==> config.mk <==
export PLATFORM = sky130hd
export DESIGN_NAME = mem_arbiter_flat
export DESIGN_NICKNAME = d
export VERILOG_FILES = /design/src/rtl/mem_arbiter_if.sv /design/src/rtl/mem_arbiter.sv /design/src/flat_wrapper.sv
export SDC_FILE = /design/constraint.sdc
export NUM_CORES = 1
export LEC_CHECK = 0
export ABC_CLOCK_PERIOD_IN_PS = 2700
export BUFFER_PORTS_ARGS = -buffer_cell sky130_fd_sc_hd__buf_4
export CORE_AREA = 2 2 115 117
export CTS_BUF_LIST = sky130_fd_sc_hd__clkbuf_2 sky130_fd_sc_hd__clkbuf_4 sky130_fd_sc_hd__clkbuf_8
export DETAILED_ROUTE_END_ITERATION = 6
export DIE_AREA = 0 0 117 119
export PLACE_DENSITY = 0.51
export SLEW_MARGIN = 5
export SYNTH_ARGS = -nofsm -noshare
export SYNTH_HDL_FRONTEND = slang
export SYNTH_SLANG_ARGS = --single-unit
==> constraint.sdc <==
create_clock -name clk -period 2.7 [get_ports clk]
set_input_delay 0.54 -clock clk [delete_from_list [all_inputs] [get_ports clk]]
set_output_delay 0.54 -clock clk [all_outputs]
set_load 0.005 [all_outputs]
==> src/rtl/mem_arbiter_if.sv <==
// rtl/mem_arbiter_if.sv - memory bus bundle shared by the cmu ports and the memory side
// Purpose: one bus (chip select, write enable, address, write data, read data, ack).
// Ports (signals):
//   cs, we, addr, wdata : driven by the master (requester / arbiter toward memory)
//   rdata, ack          : driven by the slave  (arbiter toward requester / memory)
interface mem_arbiter_if #(
  parameter int ADDR_W = 32,
  parameter int DATA_W = 32
);
  logic              cs;
  logic              we;
  logic [ADDR_W-1:0] addr;
  logic [DATA_W-1:0] wdata;
  logic [DATA_W-1:0] rdata;
  logic              ack;

  modport master (output cs, we, addr, wdata, input rdata, ack);
  modport slave  (input cs, we, addr, wdata, output rdata, ack);
endinterface

==> src/rtl/mem_arbiter.sv <==
// rtl/mem_arbiter.sv - two-port burst arbiter for the shared external memory bus
// Purpose: shares one memory bus between the D-cache cmu (p0) and the I-cache cmu (p1).
//   A grant lasts as long as the owner holds cs, is never pre-empted, and every
//   ownership change passes through a turnaround state so each cmu sees a clean
//   0->1 ack edge.
// Ports:
//   clk     : system clock, rising edge
//   rst     : asynchronous active-low reset
//   p0, p1  : requester buses (slave side of the arbiter)
//   mem     : memory bus (master side of the arbiter)
//   grant_o : one-hot current owner {p1,p0}, 00 when no owner
module mem_arbiter #(
  parameter int ADDR_W   = 32,
  parameter int DATA_W   = 32,
  parameter int TURN_MIN = 1
) (
  input  logic                clk,
  input  logic                rst,
  mem_arbiter_if.slave        p0,
  mem_arbiter_if.slave        p1,
  mem_arbiter_if.master       mem,
  output logic [1:0]          grant_o
);

  localparam int CW = (TURN_MIN < 1) ? 1 : $clog2(TURN_MIN + 1);
  localparam logic [CW-1:0]     TURN_LIM  = CW'(TURN_MIN);
  localparam logic [ADDR_W-1:0] ADDR_ZERO = '0;
  localparam logic [DATA_W-1:0] DATA_ZERO = '0;

  typedef enum logic [1:0] {S_IDLE, S_G0, S_G1, S_TURN} state_t;

  state_t        state;
  logic          rr;       // last owner; the other port wins a tie
  logic [CW-1:0] cnt;
  logic [CW-1:0] cnt_next;
  logic          turn_done;
  logic          pick0;
  logic          pick1;

  assign pick0 = p0.cs & (~p1.cs | rr);
  assign pick1 = p1.cs & (~p0.cs | ~rr);

  // The current turnaround cycle counts toward TURN_MIN, so with TURN_MIN=1
  // the bus is idle for exactly one cycle between owners.
  assign cnt_next  = (cnt >= TURN_LIM) ? TURN_LIM : cnt + CW'(1);
  assign turn_done = (cnt_next >= TURN_LIM) & ~mem.ack;

  always_ff @(posedge clk or negedge rst) begin
    if (!rst) begin
      state   <= S_IDLE;
      rr      <= 1'b1;
      cnt     <= '0;
      grant_o <= 2'b00;
    end else begin
      case (state)
        S_IDLE: begin
          if (pick0) begin
            state   <= S_G0;
            grant_o <= 2'b01;
          end else if (pick1) begin
            state   <= S_G1;
            grant_o <= 2'b10;
          end
        end
        S_G0: begin
          if (!p0.cs) begin
            state   <= S_TURN;
            rr      <= 1'b0;
            cnt     <= '0;
            grant_o <= 2'b00;
          end
        end
        S_G1: begin
          if (!p1.cs) begin
            state   <= S_TURN;
            rr      <= 1'b1;
            cnt     <= '0;
            grant_o <= 2'b00;
          end
        end
        S_TURN: begin
          cnt <= cnt_next;
          if (turn_done) begin
            if (pick0) begin
              state   <= S_G0;
              grant_o <= 2'b01;
            end else if (pick1) begin
              state   <= S_G1;
              grant_o <= 2'b10;
            end else begin
              state   <= S_IDLE;
            end
          end
        end
        default: begin
          state   <= S_IDLE;
          grant_o <= 2'b00;
        end
      endcase
    end
  end

  // Bus mux follows the registered state; reset forces S_IDLE asynchronously,
  // so every output drops to 0 the moment rst falls.
  always_comb begin
    mem.cs    = 1'b0;
    mem.we    = 1'b0;
    mem.addr  = ADDR_ZERO;
    mem.wdata = DATA_ZERO;
    p0.ack    = 1'b0;
    p0.rdata  = DATA_ZERO;
    p1.ack    = 1'b0;
    p1.rdata  = DATA_ZERO;
    case (state)
      S_G0: begin
        mem.cs    = p0.cs;
        mem.we    = p0.we;
        mem.addr  = p0.addr;
        mem.wdata = p0.wdata;
        p0.ack    = mem.ack;
        p0.rdata  = mem.rdata;
      end
      S_G1: begin
        mem.cs    = p1.cs;
        mem.we    = p1.we;
        mem.addr  = p1.addr;
        mem.wdata = p1.wdata;
        p1.ack    = mem.ack;
        p1.rdata  = mem.rdata;
      end
      default: ;
    endcase
  end

endmodule

==> src/flat_wrapper.sv <==
// flat-port wrapper written by rule: the top's interface ports become plain ports
module mem_arbiter_flat 
#(
  parameter int ADDR_W   = 32,
  parameter int DATA_W   = 32,
  parameter int TURN_MIN = 1
)
  (clk, rst, grant_o, p0_cs, p0_we, p0_addr, p0_wdata, p0_rdata, p0_ack, p1_cs, p1_we, p1_addr, p1_wdata, p1_rdata, p1_ack, mem_cs, mem_we, mem_addr, mem_wdata, mem_rdata, mem_ack);
  mem_arbiter_if #(.ADDR_W(ADDR_W), .DATA_W(DATA_W)) p0_i ();
  mem_arbiter_if #(.ADDR_W(ADDR_W), .DATA_W(DATA_W)) p1_i ();
  mem_arbiter_if #(.ADDR_W(ADDR_W), .DATA_W(DATA_W)) mem_i ();
  input  logic clk;
  input  logic rst;
  output logic [1:0] grant_o;
  input wire logic [$bits(p0_i.cs)-1:0] p0_cs;
  input wire logic [$bits(p0_i.we)-1:0] p0_we;
  input wire logic [$bits(p0_i.addr)-1:0] p0_addr;
  input wire logic [$bits(p0_i.wdata)-1:0] p0_wdata;
  output wire logic [$bits(p0_i.rdata)-1:0] p0_rdata;
  output wire logic [$bits(p0_i.ack)-1:0] p0_ack;
  input wire logic [$bits(p1_i.cs)-1:0] p1_cs;
  input wire logic [$bits(p1_i.we)-1:0] p1_we;
  input wire logic [$bits(p1_i.addr)-1:0] p1_addr;
  input wire logic [$bits(p1_i.wdata)-1:0] p1_wdata;
  output wire logic [$bits(p1_i.rdata)-1:0] p1_rdata;
  output wire logic [$bits(p1_i.ack)-1:0] p1_ack;
  output wire logic [$bits(mem_i.cs)-1:0] mem_cs;
  output wire logic [$bits(mem_i.we)-1:0] mem_we;
  output wire logic [$bits(mem_i.addr)-1:0] mem_addr;
  output wire logic [$bits(mem_i.wdata)-1:0] mem_wdata;
  input wire logic [$bits(mem_i.rdata)-1:0] mem_rdata;
  input wire logic [$bits(mem_i.ack)-1:0] mem_ack;
  assign p0_i.cs = p0_cs;
  assign p0_i.we = p0_we;
  assign p0_i.addr = p0_addr;
  assign p0_i.wdata = p0_wdata;
  assign p0_rdata = p0_i.rdata;
  assign p0_ack = p0_i.ack;
  assign p1_i.cs = p1_cs;
  assign p1_i.we = p1_we;
  assign p1_i.addr = p1_addr;
  assign p1_i.wdata = p1_wdata;
  assign p1_rdata = p1_i.rdata;
  assign p1_ack = p1_i.ack;
  assign mem_cs = mem_i.cs;
  assign mem_we = mem_i.we;
  assign mem_addr = mem_i.addr;
  assign mem_wdata = mem_i.wdata;
  assign mem_i.rdata = mem_rdata;
  assign mem_i.ack = mem_ack;
  mem_arbiter #(.ADDR_W(ADDR_W), .DATA_W(DATA_W), .TURN_MIN(TURN_MIN)) u_core (.clk(clk), .rst(rst), .p0(p0_i), .p1(p1_i), .mem(mem_i), .grant_o(grant_o));
endmodule
# ---- Word-level counts from Yosys, hierarchy flattened
# Index checks and enable logic that the tools add are counted.
dict set report totals {
  ff_bits 6
  input_bits 167
}
dict set report classes {
  n_addsub 1
  magnitude_cmp 2
  eq_ne 7
  mux 28
  bitwise 9
  reduce_logical 7
}
# operator n
set op_table {}
lappend op_table {{case mux 32 bit (2 select lines)} 2}
lappend op_table {{two-way mux 32 bit} 2}
lappend op_table {{two-way mux 2 bit} 12}
lappend op_table {{case mux 2 bit (4 select lines)} 2}
lappend op_table {{AND reduction 3 bit} 3}
lappend op_table {{two-way mux 1 bit} 6}
lappend op_table {{case mux 1 bit (2 select lines)} 3}
lappend op_table {{equality test 2 bit (second input constant)} 2}
lappend op_table {{inequality test 2 bit (second input constant)} 2}
lappend op_table {{inverter 1 bit} 4}
lappend op_table {{AND reduction 4 bit} 1}
lappend op_table {{bitwise AND 1 bit} 3}
lappend op_table {{inequality test 3 x 1 -> 1 bit (second input constant)} 1}
lappend op_table {{case mux 1 bit (3 select lines)} 1}
lappend op_table {{nonzero test 3 bit} 1}
lappend op_table {{equality test 2 x 1 -> 1 bit (second input constant)} 1}
lappend op_table {{greater-or-equal comparator 1 bit (second input constant)} 2}
lappend op_table {{zero test 2 bit} 1}
lappend op_table {{inequality test 2 x 1 -> 1 bit (second input constant)} 1}
lappend op_table {{OR 1 bit} 2}
lappend op_table {{nonzero test 2 bit} 1}
lappend op_table {{adder 1 bit (second input constant)} 1}

# ---- Logic depth before layout (Yosys ltp)
dict set report logic_depth {
  ltp_word 7
  depth_mapped 7
  ltp_nobuf 5
}

# ---- Least setup slack after synthesis
# OpenSTA, ideal clock, no wires.
dict set report synth_path {
  kind {flip-flop to output port}
  start {register u_core.state[0]}
  end {output mem_addr[0]}
  arrival_time_ns 1.447
  path_slack_ns 0.713
  stages_incl_launch_ff 7
  path_cell_list {dfrtp_1 inv_1 ha_1 clkbuf_1 clkbuf_1 a22oi_1 nor2b_1}
}
dict set report synth_between {
  elab_chain_cells 2
  elab_cells_between_ends 3
  classes_between {eq/ne (2); mux (1)}
}
# item line_no
set synth_lines {}
lappend synth_lines {{start: declaration} mem_arbiter.sv:32} ;# state_t state;
lappend synth_lines {{start signal: assignment} mem_arbiter.sv:50} ;# state <= S_IDLE;
lappend synth_lines {{start signal: assignment} mem_arbiter.sv:58} ;# state <= S_G0;
lappend synth_lines {{start signal: assignment} mem_arbiter.sv:61} ;# state <= S_G1;
lappend synth_lines {{equality test 2 bit / equality test 2 x 1 -> 1 bit (equally long branches)} mem_arbiter.sv:114} ;# case (state)
lappend synth_lines {{case mux 32 bit (2 select lines) (*)} mem_arbiter.sv:114}
lappend synth_lines {{end: declaration} flat_wrapper.sv:29} ;# output wire logic [$bits(mem_i.addr)-1:0] mem_addr;
# Every way passes the cells marked *; elsewhere a longest branch is shown, timed or not.

# ---- Final worst setup path
dict set report layout_path {
  start {register u_core.state[1]}
  end {output mem_addr[2]}
}
# Same word-level chain as after synthesis.

==> impl_metrics.env <==
export IMPL_status="complete, no violations"
export IMPL_holdCritPathClass="in2async"
export IMPL_antenna_found_initial=0
export IMPL_synthMostInstantiatedCell="nor2b_1"
export IMPL_tightest_slew_ns=0.4167
export IMPL_syn_inst=266
export IMPL_synthTopCellsByArea="a22oi_1 (28%), nor2b_1 (23%), and2_1 (23%)"
export IMPL_synthTopCellsByCount="nor2b_1 (67), a22oi_1 (66), and2_1 (66)"
export IMPL_drive_gt1_frac=0.5780
export IMPL_final_antenna_net_count=0
export IMPL_cp_buffers_inverters=3
export IMPL_yosys_area_top_type="a22oi_1"
export IMPL_syn_area_mm2=0.001798
export IMPL_ys_ff_latch=5
export IMPL_critPathRequiredTime_ns=2.16
export IMPL_slew_headroom=0.7222
export IMPL_path_delay_family="buffers and inverters"
export IMPL_cp_cell_sequence="inv_1 -> ha_2 -> buf_12 -> a22oi_1 -> nor2b_1 -> buf_4"
export IMPL_synthFlopType="dfrtp_1"
export IMPL_die_w_um=117
export IMPL_die_h_um=119
export IMPL_cts_tree="built"
export IMPL_grt_start_max_net_pins=103
export IMPL_vias_per_cell=4.226
export IMPL_ys_warn_count=0
export IMPL_setup_viol=0
export IMPL_dp_hpwl_um=7628
export IMPL_netlist_area_leader_share=0.2756
export IMPL_leakage_nw=2.146
export IMPL_hold_viol_final=0
export IMPL_die_area_mm2=0.01392
export IMPL_slowest_delay_ns=0.40
export IMPL_synth_edf_count=0
export IMPL_synth_distinct_cells=22
export IMPL_antenna_cells=0
export IMPL_cts_sinks=5
export IMPL_grt_pass1_wl_um=14180
export IMPL_clock_skew_ns=0.001753
export IMPL_wire_per_inst_um=13.52
export IMPL_drtPass1Iterations=4
export IMPL_drc=0
export IMPL_clk_latency_ns=0.22
export IMPL_dr_first_iter_drc_count=74
export IMPL_cap_violations=0
export IMPL_hold_ws_ns=0.1115
export IMPL_maxSlewViolCount=0
export IMPL_clkTransAtPathRegs_ns=0.03
export IMPL_crit_fanout=102
export IMPL_ctsHoldBuffers=0
export IMPL_cts_setup_buffers=0
export IMPL_async_flop_share=1.000
export IMPL_post_route_period_util=0.8474
export IMPL_routed_wl_um=9745
export IMPL_area_growth_pct=138.4
export IMPL_finalCriticalPeriod_ns=2.288
export IMPL_avgSynthCellArea_um2=6.759
export IMPL_setup_tns_ns=0
export IMPL_ios=301
export IMPL_rows=42
export IMPL_core_area_mm2=0.01287
export IMPL_gp_congestion=0.8198
export IMPL_timing_fmax_mhz=437.1
export IMPL_worstSetupPathDepth=6
export IMPL_endpoint_kind="output port"
export IMPL_cts_path_max_buffers=2
export IMPL_syn_nets=438
export IMPL_grt_setup_unrepaired="false"
export IMPL_gr_total_overflow=0
export IMPL_numCtsBuffers=3
export IMPL_yosysSeqAreaShare=0.07029
export IMPL_via_count=3047
export IMPL_timing_worst_setup_path_type="reg2out"
export IMPL_slowest_stage="dfrtp_1"
export IMPL_powerDensity_mw_per_mm2=792.6
export IMPL_port_buffers=300
export IMPL_worst_setup_path_start_kind="flip-flop"
export IMPL_layout_nets=718
export IMPL_grt_usage=0.1252
export IMPL_start_util=0.1397
export IMPL_htreeDepth=1
export IMPL_r2r_cells=7
export IMPL_vdd_drop_max_mv=0.6189
export IMPL_grt_pass1_vias=2979
export IMPL_cts_root_buffer="clkbuf_8"
export IMPL_cts_resized=0
export IMPL_arrival_ns=1.75
export IMPL_nFillCells=1394
export IMPL_total_power_mw=3.398
==> per-stage QoR <==
stage / cell area [um2] / util / worst slack [ns] / instances
2_1_floorplan: 1798 / - / 0.7126 / 266
3_3_place_gp: 4238 / 0.3292 / 0.6680 / 717
6_report: 4287 / 0.3329 / 0.4121 / 721
3_5_place_dp: 4238 / 0.3292 / 0.6312 / 717
5_1_grt: 4287 / 0.3329 / 0.2287 / 721
4_1_cts: 4287 / 0.3329 / 0.3841 / 721
==> state kept, by name (all words and copies together) (netlist names) <==
name	cells
u_core.rr	1
u_core.state	2
u_core.grant_o	2
==> routing by layer <==
metal	part of all wire	GRT usage	vias up
li1	-	-	1485
met1	0.37	0.1375	1364
met2	0.52	0.2399	186
met3	0.095	0.02341	12
met4	0.011	0.03309	0
met5	0	0	-
==> layout make-up <==
class / instances / area [um2] / area share
flip-flops and latches: 5 / 126.4 / 0.02948
well taps: 176 / 220.2 / 0.05137
clock buffers: 4 / 48.80 / 0.01138
repair buffers: 305 / 2327 / 0.5429
multi-input cells: 227 / 1549 / 0.3614
inverters: 4 / 15.01 / 0.003503
==> power breakdown <==
part | switching, mW | internal [mW]
Clock | 0.0361 | 0.111
Sequential | 0.0298 | 0.114
Combinational | 1.38 | 1.73
==> worst paths after layout <==
check / from / end / slack [ns]
hold / removal: rst / u_core.grant_o[0] / 0.11
hold reg to reg: u_core.grant_o[1] / u_core.grant_o[1] / 0.52
setup reg to reg: u_core.state[1] / u_core.grant_o[1] / 0.73
max in group asynchronous: rst / u_core.rr / 2.39
setup / recovery: u_core.state[1] / mem_addr[2] / 0.41
min in group clk: u_core.grant_o[1] / u_core.grant_o[1] / 0.52
==> cell usage in the layout (no fill, tap or decap), drive strengths merged <==
cell type	synthesis	final
buf	0	305
nor2b	67	67
a22oi	66	66
and2	66	66
a21oi	5	5
ha	5	5
inv	4	4
dfrtp	4	4
clkbuf	30	4
o21ai	3	3
nand2	2	2
a31oi	2	2
o31ai	2	2
and3b	1	1
a222oi	1	1
mux2i	1	1
or3b	1	1
o21ba	1	1
a41oi	1	1
nor2	1	1
or2b	1	1
mux2	1	1
dfstp	1	1
==> cells by family (layout without fill, tap and decap cells) <==
family,Yosys count,in the layout,share of synthesized area
and+or+nand+nor,139,139,0.4830
DFF,5,5,0.07029
AOI/OAI and AO/OA,81,81,0.3292
adders and majority gates,5,5,0.03479
buffers and inverters,34,313,0.07098
muxes,2,2,0.01183
Power figures use the tool's default switching activity.
